$ cat src/rtl/ram_arbiter_2req.sv
// Round-robin arbiter sharing one single-port no-change RAM between two requesters.
// Optional power-up clear of the whole RAM is enabled with `define RAM_ARB_CLEAR_EN.
module ram_arbiter_2req #(
    parameter int RAM_WIDTH = 18,
    parameter int RAM_DEPTH = 1024,
    parameter int RD_LAT    = 2,
    localparam int ADDR_W   = (RAM_DEPTH > 2) ? $clog2(RAM_DEPTH) : 1
) (
    input  logic                 clk,
    input  logic                 rst,
    input  logic [1:0]           req_valid,
    output logic [1:0]           req_ready,
    input  logic [1:0]           req_we,
    input  logic [ADDR_W-1:0]    req_addr0,
    input  logic [ADDR_W-1:0]    req_addr1,
    input  logic [RAM_WIDTH-1:0] req_wdata0,
    input  logic [RAM_WIDTH-1:0] req_wdata1,
    output logic [1:0]           rsp_valid,
    output logic [RAM_WIDTH-1:0] rsp_data,
    output logic                 busy,
    output logic                 ram_ena,
    output logic                 ram_wea,
    output logic                 ram_rsta,
    output logic                 ram_regcea,
    output logic [ADDR_W-1:0]    ram_addra,
    output logic [RAM_WIDTH-1:0] ram_dina,
    input  logic [RAM_WIDTH-1:0] ram_douta
);

`ifdef RAM_ARB_CLEAR_EN
    typedef enum logic {ST_CLEAR, ST_RUN} state_t;
    localparam state_t RESET_STATE = ST_CLEAR;
    localparam logic [ADDR_W-1:0] LAST_ADDR = ADDR_W'(RAM_DEPTH - 1);
    logic [ADDR_W-1:0] r_clr_addr;
`else
    typedef enum logic {ST_RUN} state_t;
    localparam state_t RESET_STATE = ST_RUN;
`endif

    state_t               r_state;
    logic                 r_ptr;
    logic                 r_ena;
    logic                 r_wea;
    logic [ADDR_W-1:0]    r_addr;
    logic [RAM_WIDTH-1:0] r_din;
    logic [1:0]           r_tag [RD_LAT+1];

    logic                 w_run;
    logic [1:0]           w_gnt;
    logic                 w_sel;
    logic                 w_we;
    logic [ADDR_W-1:0]    w_addr;
    logic [RAM_WIDTH-1:0] w_wdata;
    logic [1:0]           w_rd_tag;

    assign w_run = (r_state == ST_RUN) && !rst;

    // r_ptr names the requester that wins when both are valid
    always_comb begin
        w_gnt    = 2'b00;
        w_gnt[0] = req_valid[0] & (~req_valid[1] | ~r_ptr);
        w_gnt[1] = req_valid[1] & (~req_valid[0] | r_ptr);
        if (!w_run) begin
            w_gnt = 2'b00;
        end
    end

    assign req_ready = w_gnt;
    assign w_sel     = w_gnt[1];
    assign w_we      = req_we[w_sel];
    assign w_addr    = w_sel ? req_addr1 : req_addr0;
    assign w_wdata   = w_sel ? req_wdata1 : req_wdata0;
    assign w_rd_tag  = w_gnt & ~req_we;

    always_ff @(posedge clk) begin
        if (rst) begin
            r_state <= RESET_STATE;
            r_ptr   <= 1'b0;
            r_ena   <= 1'b0;
            r_wea   <= 1'b0;
            r_addr  <= '0;
            r_din   <= '0;
            for (int i = 0; i <= RD_LAT; i++) begin
                r_tag[i] <= 2'b00;
            end
`ifdef RAM_ARB_CLEAR_EN
            r_clr_addr <= '0;
`endif
        end else begin
            // The tag pipeline lines each read up with the RAM output latency
            r_tag[0] <= w_rd_tag;
            for (int i = 1; i <= RD_LAT; i++) begin
                r_tag[i] <= r_tag[i-1];
            end
            r_ena <= 1'b0;
            r_wea <= 1'b0;
            case (r_state)
`ifdef RAM_ARB_CLEAR_EN
                ST_CLEAR: begin
                    r_ena      <= 1'b1;
                    r_wea      <= 1'b1;
                    r_addr     <= r_clr_addr;
                    r_din      <= '0;
                    r_clr_addr <= r_clr_addr + 1'b1;
                    if (r_clr_addr == LAST_ADDR) begin
                        r_state <= ST_RUN;
                    end
                end
`endif
                ST_RUN: begin
                    if (|w_gnt) begin
                        r_ena  <= 1'b1;
                        r_wea  <= w_we;
                        r_addr <= w_addr;
                        r_din  <= w_wdata;
                        r_ptr  <= ~w_sel;
                    end
                end
                default: r_state <= ST_RUN;
            endcase
        end
    end

`ifdef RAM_ARB_CLEAR_EN
    assign busy = (r_state == ST_CLEAR);
`else
    assign busy = 1'b0;
`endif

    assign rsp_valid  = r_tag[RD_LAT];
    assign rsp_data   = ram_douta;
    assign ram_ena    = r_ena;
    assign ram_wea    = r_wea;
    assign ram_addra  = r_addr;
    assign ram_dina   = r_din;
    assign ram_rsta   = rst;
    assign ram_regcea = 1'b1;

endmodule

$ cat config.mk
export PLATFORM = sky130hd
export DESIGN_NAME = ram_arbiter_2req
export DESIGN_NICKNAME = d
export VERILOG_FILES = /design/src/rtl/ram_arbiter_2req.sv
export SDC_FILE = /design/constraint.sdc
export NUM_CORES = 1
export LEC_CHECK = 0
export ABC_AREA = 0
export BUFFER_PORTS_ARGS = -buffer_cell sky130_fd_sc_hd__buf_2
export CAP_MARGIN = 15
export CORE_MARGIN = 2
export CORE_UTILIZATION = 36
export CTS_CLUSTER_SIZE = 16
export DETAILED_ROUTE_END_ITERATION = 8
export GPL_ROUTABILITY_DRIVEN = 1
export PLACE_DENSITY = 0.78
export SLEW_MARGIN = 10
export SYNTH_ARGS = -nofsm -noshare
export SYNTH_HDL_FRONTEND = slang
export SYNTH_SLANG_ARGS = --single-unit
$ cat constraint.sdc
create_clock -name clk -period 1.17 [get_ports clk]
set_input_delay 0.1755 -clock clk [delete_from_list [all_inputs] [get_ports clk]]
set_output_delay 0.1755 -clock clk [all_outputs]
set_load 0.02 [all_outputs]
==> results of run 1 <==
through the flow:
step	power, mW	cells	hold slack [ns]	worst slack [ns]	setup TNS (ns)
finish	3.15	330	0.0669	-0.197	-3.95
global route	3.30	330	0.0587	-0.267	-5.67
CTS	3.15	329	0.0585	-0.199	-3.92
detailed placement	2.02	320	0.351	-0.376	-10.33
global placement	2.00	320	0.351	-0.316	-9.09
floorplan	1.84	182	0.247	-0.0791	-1.42
cell usage after synthesis:
cell | number | area (µm²)
a21boi_0 | 1 | 7.51
conb_1 | 2 | 7.51
and2b_1 | 1 | 7.51
inv_1 | 29 | 109
clkbuf_1 | 11 | 41.3
a221o_1 | 28 | 280
buf_4 | 25 | 188
and2_1 | 1 | 6.26
nor3_2 | 1 | 10.0
nand2b_1 | 1 | 6.26
o21ai_0 | 1 | 5.00
nor2_1 | 3 | 11.3
or3b_2 | 1 | 8.76
a21oi_1 | 1 | 5.00
o21a_1 | 1 | 7.51
nor3_1 | 1 | 5.00
dfxtp_1 | 37 | 741
a2111oi_0 | 28 | 245
buf_6 | 2 | 22.5
nor2b_1 | 5 | 31.3
buf_2 | 2 | 10.0
final cells by class:
| type | count | area share, % |
|---|---|---|
| flip-flops and latches | 37 | 31.5 |
| multi-input cells | 77 | 28.9 |
| repair buffers | 112 | 26.4 |
| inverters | 29 | 4.63 |
| clock buffers | 7 | 3.67 |
| well taps | 67 | 3.56 |
| clock inverters | 1 | 1.28 |
per-layer routing:
| metal | global-route usage [%] | routed length, µm |
|---|---|---|
| met1 | 20.1 | 2030 |
| met2 | 28.0 | 2180 |
| met3 | 4.66 | 432 |
| met4 | 7.88 | 75 |
| met5 | 0 | 0 |
sequential cells by signal, indices dropped and copies added (netlist names):
| signal | cells |
|---|---|
| r_ptr | 1 |
| r_tag | 6 |
| ram_wea | 1 |
| ram_addra | 10 |
| ram_dina | 18 |
| ram_ena | 1 |
kinds of logic (layout without fill, tap and decap cells):
family | count (synthesis) | in the layout | share of synthesized area, %
compound gates | 60 | 60 | 31.4
buf+inv | 69 | 149 | 21.1
flops | 37 | 37 | 42.2
other cells | 2 | 2 | 0.428
simple gates | 14 | 15 | 4.92
repair_timing:
| item | CTS | global route |
|---|---|---|
| pin swaps | 1 | 1 |
| gates resized for setup | 8 | 2 |
| cloned | 0 | 1 |
| buffers inserted | 1 | 0 |
| setup endpoints to repair | 31 | 31 |
power by group through the flow:
| stage | sequential [mW] | clock (mW) | combinational, mW |
|---|---|---|---|
| detailed placement | 1.42 | 0 | 0.592 |
| global route | 1.41 | 1.22 | 0.670 |
| CTS | 1.40 | 1.15 | 0.606 |
| global placement | 1.43 | 0 | 0.576 |
| floorplan | 1.53 | 0 | 0.318 |
| finish | 1.40 | 1.13 | 0.616 |
critical path: stages, from the launching register on:
cell	delay, ns
dfxtp_2	0.33
and2b_1	0.23
nor2_2	0.05
buf_6	0.12
buf_4	0.17
a221o_1	0.35
worst paths after layout:
check / from / to / slack [ns] / cells after the start
max: r_ptr / ram_dina[4] / -0.20 / 5
min reg2reg: r_tag[0][3] / r_tag[0][5] / 0.44 / 1
min: req_we[0] / r_tag[0][0] / 0.07 / 2
max reg2reg: r_ptr / ram_dina[4] / -0.20 / 5
==> qor.yml, run 1 <==
clock_sinks: 37
power_frac_comb_pct: 19.6
synth.ff_latch_count: 37
floorplan.die.height_um: 73.8
nNetsFinal: 342
swShare_pct: 26.3
leakage_nw: 1.18
initial_utilization_pct: 37.2
syn_inst: 182
ant_nets: 0
yosysUniqueCellTypes: 21
yosysWarningCount: 0
wl_per_cell_um: 14.3
gp_congestion: 0.685
ys_seq_area_share_pct: 42.2
clock_path_buffers: 2
nFillCells: 453
firstDrtPassIters: 4
rsz0062_at_grt: "yes"
worstHoldPathType: "in -> reg"
wl_um: 4720
dr.first_iter.drc_count: 52
io_buffers: 96
cts-root-buf: "clkbuf_8"
synth_area_per_cell_um2: 9.65
dpl.hpwl_um: 3270
drc: 0
die_w_um: 73.8
drive_gt1_share_pct: 48.3
grt_first_pass_wirelength_um: 7100
viasPerCell: 5.25
diodes: 0
grt_pass1_vias: 1597
holdBufCountCts: 0
startpoint_type: "flop"
syn-cell-area_um2: 1760
antenna_found_initial: 0
fin_crit_sh_pct: 117
layout_common_cells: "buf_2, dfxtp_1, inv_1"
fin_area_um2: 2350
cts_buffers: 5
clockPowerShare_pct: 35.9
critPathRequiredTime_ns: 1.34
cts.clk_slew.worst_paths_ns: 0.07
arrival_ns: 1.53
critical_path_class: "reg -> reg"
status: "finished, violations left"
ir_drop_v: 0.000510
power.share.sequential_pct: 44.6
tightest_slew_ns: 1.09
grt_overflow: 0
period_needed_ns: 1.37
layout_commonest_cell: "buf_2"
slew_headroom_pct: 27.0
power.switching_uw: 827
worst_slack_ns: -0.197
regArea_um2: 742
htreeDepth: 2
cp-end-kind: "flop"
core_um2: 4720
tritoncts: "done"
syn_to_final_growth_pct: 34.0
critPathMaxFanout: 12
grt_usage_pct: 16.9
hold_viol_final: 0
synth_nets: 262
internal-power_mw: 2.32
io_pins: 135
setup_violations: 31
violations: "negative setup slack"
vias: 1734
grt_max_degree: 29
rows: 25
fmax_mhz: 732
fin_worst_skew_ns: 0.00244
post_dp_cell_area_um2: 2180
multiInputGateArea_um2: 681
insertion_delay_ns: 0.28
dieArea_um2: 5450
p_per_area_nw_per_um2: 1340
report.final.slew_viol_count: 0
max_cap_viol_count: 0
final_core_util_pct: 49.8
Note: power is estimated with default switching activity, not from simulation.
==> run 2, diff against run 1 <==
--- a/config.mk
+++ b/config.mk
@@ -8,8 +8,10 @@
 export ABC_AREA = 0
 export BUFFER_PORTS_ARGS = -buffer_cell sky130_fd_sc_hd__buf_2
 export CAP_MARGIN = 15
+export CELL_PAD_IN_SITES_DETAIL_PLACEMENT = 1
+export CELL_PAD_IN_SITES_GLOBAL_PLACEMENT = 2
 export CORE_MARGIN = 2
-export CORE_UTILIZATION = 36
+export CORE_UTILIZATION = 19
 export CTS_CLUSTER_SIZE = 16
 export DETAILED_ROUTE_END_ITERATION = 8
 export GPL_ROUTABILITY_DRIVEN = 1
==> run 2 against run 1 <==
The run still ends with negative setup slack left. Sequential share of layout area down 1.6 points. Clock power is essentially flat. Critical path type is now reg -> out. First-iteration DRC count is 12% lower. Worst hold slack gained 0.0024 ns. Sequential cell count is the same. Count of clock-buffer cells in the layout shrank 2. Global-route usage is 5.7 points lower. Highest routed layer unchanged. Non-clock buffer count rose by 4. Setup slack lost 0.048 ns. Via count down 0.58%. Die area is 84% higher. Total power up 2.0%.
==> qor.yml, run 2 (synthesis results as in run 1) <==
grt_overflow: 0
layout_common_cells: "buf_2, dfxtp_1, inv_1"
insertion_delay_ns: 0.29
cpMostUsedCell: "buf_6"
p_total_mw: 3.21
firstDrtPassIters: 4
max_cap_viol_count: 0
cts-root-buf: "clkbuf_8"
period_needed_ns: 1.41
worst-path-buf-inv: 2
path_delay_family: "flip-flops"
leakage_nw: 1.20
worst_slack_ns: -0.244
die_w_um: 100
fmax_mhz: 707
htreeDepth: 2
holdBufCountCts: 0
final_cells: 377
wl_per_cell_um: 15.2
wl_um: 5740
max_stage_delay_ns: 0.37
hold_viol_final: 0
power.share.sequential_pct: 43.7
initial_utilization_pct: 19.3
gp_congestion: 0.706
setup_violations: 31
antenna_found_initial: 0
layout_commonest_cell: "buf_2"
swShare_pct: 28.6
worstHoldPathType: "in -> reg"
rsz0062_at_grt: "yes"
cp-end-kind: "output pin"
diodes: 0
clock_sinks: 37
crit_path_top_delay_cell: "dfxtp_4"
rows: 35
grt_usage_pct: 11.2
nNetsFinal: 345
dpl.hpwl_um: 4110
drc: 0
power_frac_comb_pct: 20.7
status: "finished, violations left"
startpoint_type: "flop"
clock_path_buffers: 2
cts.clk_slew.worst_paths_ns: 0.09
report.final.slew_viol_count: 0
critPathMaxFanout: 3
grt_max_degree: 21
core_um2: 9110
final_core_util_pct: 27.3
nFillCells: 1094
ir_drop_v: 0.000407
fin_crit_sh_pct: 121
p_per_area_nw_per_um2: 1290
drive_gt1_share_pct: 49.6
critical_path_class: "reg -> out"
finalSetupTns_ns: -5.20
critPathRequiredTime_ns: 0.99
place_inst: 364
grt_pass1_vias: 1759
fin_worst_skew_ns: 0.00846
io_pins: 135
vias: 1724
arrival_ns: 1.24
dr.first_iter.drc_count: 46
clockPowerShare_pct: 35.6
viasPerCell: 4.57
floorplan.die.height_um: 100
tritoncts: "done"
syn_to_final_growth_pct: 41.4
cts_buffers: 5
grt_first_pass_wirelength_um: 8780
io_buffers: 96
violations: "negative setup slack"
internal-power_mw: 2.29
dieArea_um2: 10000
power.switching_uw: 918
worstPathCellList: "and2b_2, nor2_4, buf_6, buf_6"
ant_nets: 0
largest_reg_flops: 18
run 2: cell types whose count changed in the layout (fill, tap and decap cells not counted), sizes merged:
cell,delta
buf,+4
clkbuf,-2
nor3,-1
clkinv,+1
clkinvlp,+1
run 2: layout make-up:
| class | count | area [µm²] | share of cell area, % |
|---|---|---|---|
| multi-input combinational | 76 | 687 | 27.7 |
| clock inverter | 3 | 46.3 | 1.86 |
| inverter | 29 | 109 | 4.39 |
| sequential | 37 | 744 | 30.0 |
| clock buffer | 5 | 68.8 | 2.77 |
| timing repair buffer | 116 | 688 | 27.7 |
| tap | 111 | 139 | 5.59 |
run 2: path summary, 6_finish.rpt:
path	from	slack, ns	cells past startpoint	to
hold / removal	req_we[1]	0.07	2	r_tag[0][1]
setup / recovery	r_ptr	-0.24	4	req_ready[1]
hold reg to reg	r_tag[0][1]	0.44	1	r_tag[0][3]
setup reg to reg	r_ptr	-0.21	5	ram_dina[8]
run 2: repair_timing:
item                                   4_1_cts  5_1_grt
pin swaps                                    3        3
setup endpoints to repair                   31       31
endpoints found under the hold margin        0        0
resized for setup                           12       11
setup buffers                                2        3
run 2: power by group through the flow:
stage / clock, mW / combinational, mW / sequential [mW]
after floorplan: 0 / 0.318 / 1.53
after global placement: 0 / 0.607 / 1.43
after detailed placement: 0 / 0.622 / 1.43
after CTS: 1.20 / 0.648 / 1.40
after global routing: 1.24 / 0.720 / 1.41
final: 1.14 / 0.665 / 1.40
run 2: metal layers:
metal / share of wire [%] / up-vias / track usage [%]
li1: - / 821 / -
met1: 45 / 821 / 14.0
met2: 47 / 76 / 18.8
met3: 7.1 / 6 / 3.34
met4: 0.61 / 0 / 2.63
met5: 0 / - / 0
run 2: per-stage QoR:
stage,area (µm²),setup WS [ns],hold slack [ns]
after floorplan,1760,-0.0791,0.247
after detailed placement,2260,-0.139,0.351
after CTS,2430,-0.258,0.0518
after global placement,2260,-0.0761,0.351
final,2480,-0.244,0.0692
after global routing,2480,-0.304,0.0543
==> run 3, diff against run 2 <==
--- a/config.mk
+++ b/config.mk
@@ -16,6 +16,7 @@
 export DETAILED_ROUTE_END_ITERATION = 8
 export GPL_ROUTABILITY_DRIVEN = 1
 export PLACE_DENSITY = 0.78
+export SKIP_LAST_GASP = 1
 export SLEW_MARGIN = 10
 export SYNTH_ARGS = -nofsm -noshare
 export SYNTH_HDL_FRONTEND = slang
==> constraint.sdc (replaced) <==
create_clock -name clk -period 1.17 [get_ports clk]
set_input_delay 0.1755 -clock clk [delete_from_list [all_inputs] [get_ports clk]]
set_output_delay 0.1755 -clock clk [all_outputs]
set_load 0.005 [all_outputs]
==> run 3 against run 2 <==
Fmax grew 3.6%. The flow still finishes with violations (negative setup slack). Cell area grew 1.2%. Register-to-register slack better by 0.05 ns. Combinational power down 14%. Core utilization rose by 0.33 points. Worst hold slack lost 0.0094 ns.
==> qor.yml, run 3 (synthesis results as in run 1) <==
status: "finished, violations left"
violations: "negative setup slack"
ir_drop_v: 0.000397
layout_commonest_cell: "buf_2"
io_pins: 135
max_cap_viol_count: 0
layout_common_cells: "buf_2, dfxtp_1, inv_1"
largest_reg_flops: 18
dr.first_iter.drc_count: 40
p_total_mw: 2.97
cp-end-kind: "output pin"
post_dp_cell_area_um2: 2300
diodes: 0
critical_path_class: "reg -> out"
fmax_mhz: 732
fin_area_um2: 2510
startpoint_type: "flop"
drc: 0
grt_pass1_vias: 1735
worstHoldPathType: "in -> reg"
grt_first_pass_wirelength_um: 8910
arrival_ns: 1.19
critPathRequiredTime_ns: 0.99
wl_um: 5910
viasPerCell: 4.53
worst_slack_ns: -0.196
ant_nets: 0
nNetsFinal: 346
rsz0062_at_grt: "yes"
p_per_area_nw_per_um2: 1180
firstDrtPassIters: 4
core_um2: 9110
floorplan.die.height_um: 100
insertion_delay_ns: 0.29
cts_buffers: 5
cts-root-buf: "clkbuf_8"
period_needed_ns: 1.37
die_w_um: 100
grt_usage_pct: 11.5
fin_crit_sh_pct: 117
rows: 35
grt_max_degree: 22
htreeDepth: 2
io_buffers: 96
finalSetupTns_ns: -3.57
clock_sinks: 37
antenna_found_initial: 0
vias: 1714
tritoncts: "done"
fin_worst_skew_ns: 0.00565
initial_utilization_pct: 19.3
wl_per_cell_um: 15.6
critPathMaxFanout: 3
rrSetupSlack_ns: -0.16
clock_path_buffers: 2
dpl.hpwl_um: 4560
final_core_util_pct: 27.6
hold_viol_final: 0
nFillCells: 1088
leakage_nw: 1.22
drive_gt1_share_pct: 51.7
setup_violations: 31
gp_congestion: 0.725
syn_to_final_growth_pct: 43.1
report.final.slew_viol_count: 0
grt_overflow: 0
dieArea_um2: 10000
cts.clk_slew.worst_paths_ns: 0.07
## run 3: cell count changes in the layout (fill, tap and decap cells not counted), sizes merged
cell      delta
clkbuf       +2
buf          +1
bufinv       -1
clkinvlp     -1
## run 3: area by class of cell
type | instances | area [µm²] | area share [%]
Clock buffer | 7 | 96.3 | 3.83
Tap cell | 111 | 139 | 5.53
Sequential cell | 37 | 742 | 29.5
Multi-Input combinational cell | 76 | 724 | 28.8
Timing Repair Buffer | 117 | 697 | 27.7
Clock inverter | 1 | 5.00 | 0.199
Inverter | 29 | 109 | 4.33
## run 3: what timing repair did
action | in CTS | in global routing
buffers inserted | 4 | 0
pin swaps | 8 | 4
setup endpoints to repair | 31 | 31
hold buffers | 0 | 0
resized for setup | 21 | 3
## run 3: per-layer routing
layer	GRT usage (%)	up-vias	wire (µm)	part of all wire, %
met1	14.0	816	2600	44
met4	3.48	0	61	1.0
met5	0	-	0	0
met2	19.9	68	2840	48
met3	2.99	7	406	6.9
li1	-	823	-	-
## run 3: metrics by stage
stage / hold slack (ns) / setup slack (ns) / instances
detailed placement: 0.351 / -0.103 / 367
CTS: 0.0519 / -0.206 / 378
finish: 0.0599 / -0.196 / 378
floorplan: 0.247 / -0.0791 / 182
global placement: 0.351 / -0.0750 / 367
global route: 0.0625 / -0.251 / 378
## run 3: worst paths after layout
check	cells after the start	end	start
worst max register to register	5	ram_dina[7]	r_ptr
worst max-delay path	4	req_ready[1]	r_ptr
worst min-delay path	2	r_tag[0][1]	req_we[1]
worst min register to register	1	r_tag[0][5]	r_tag[0][3]
## run 3: where the power goes
group | internal, mW | switching (mW)
Sequential | 1.35 | 0.0529
Clock | 0.533 | 0.460
Combinational | 0.303 | 0.267
## run 3: critical path: stages, from the launching register on
cell and delay (ns):
dfxtp_2 0.34, and2b_2 0.24, nor2_4 0.11, buf_6 0.12
buf_6 0.08
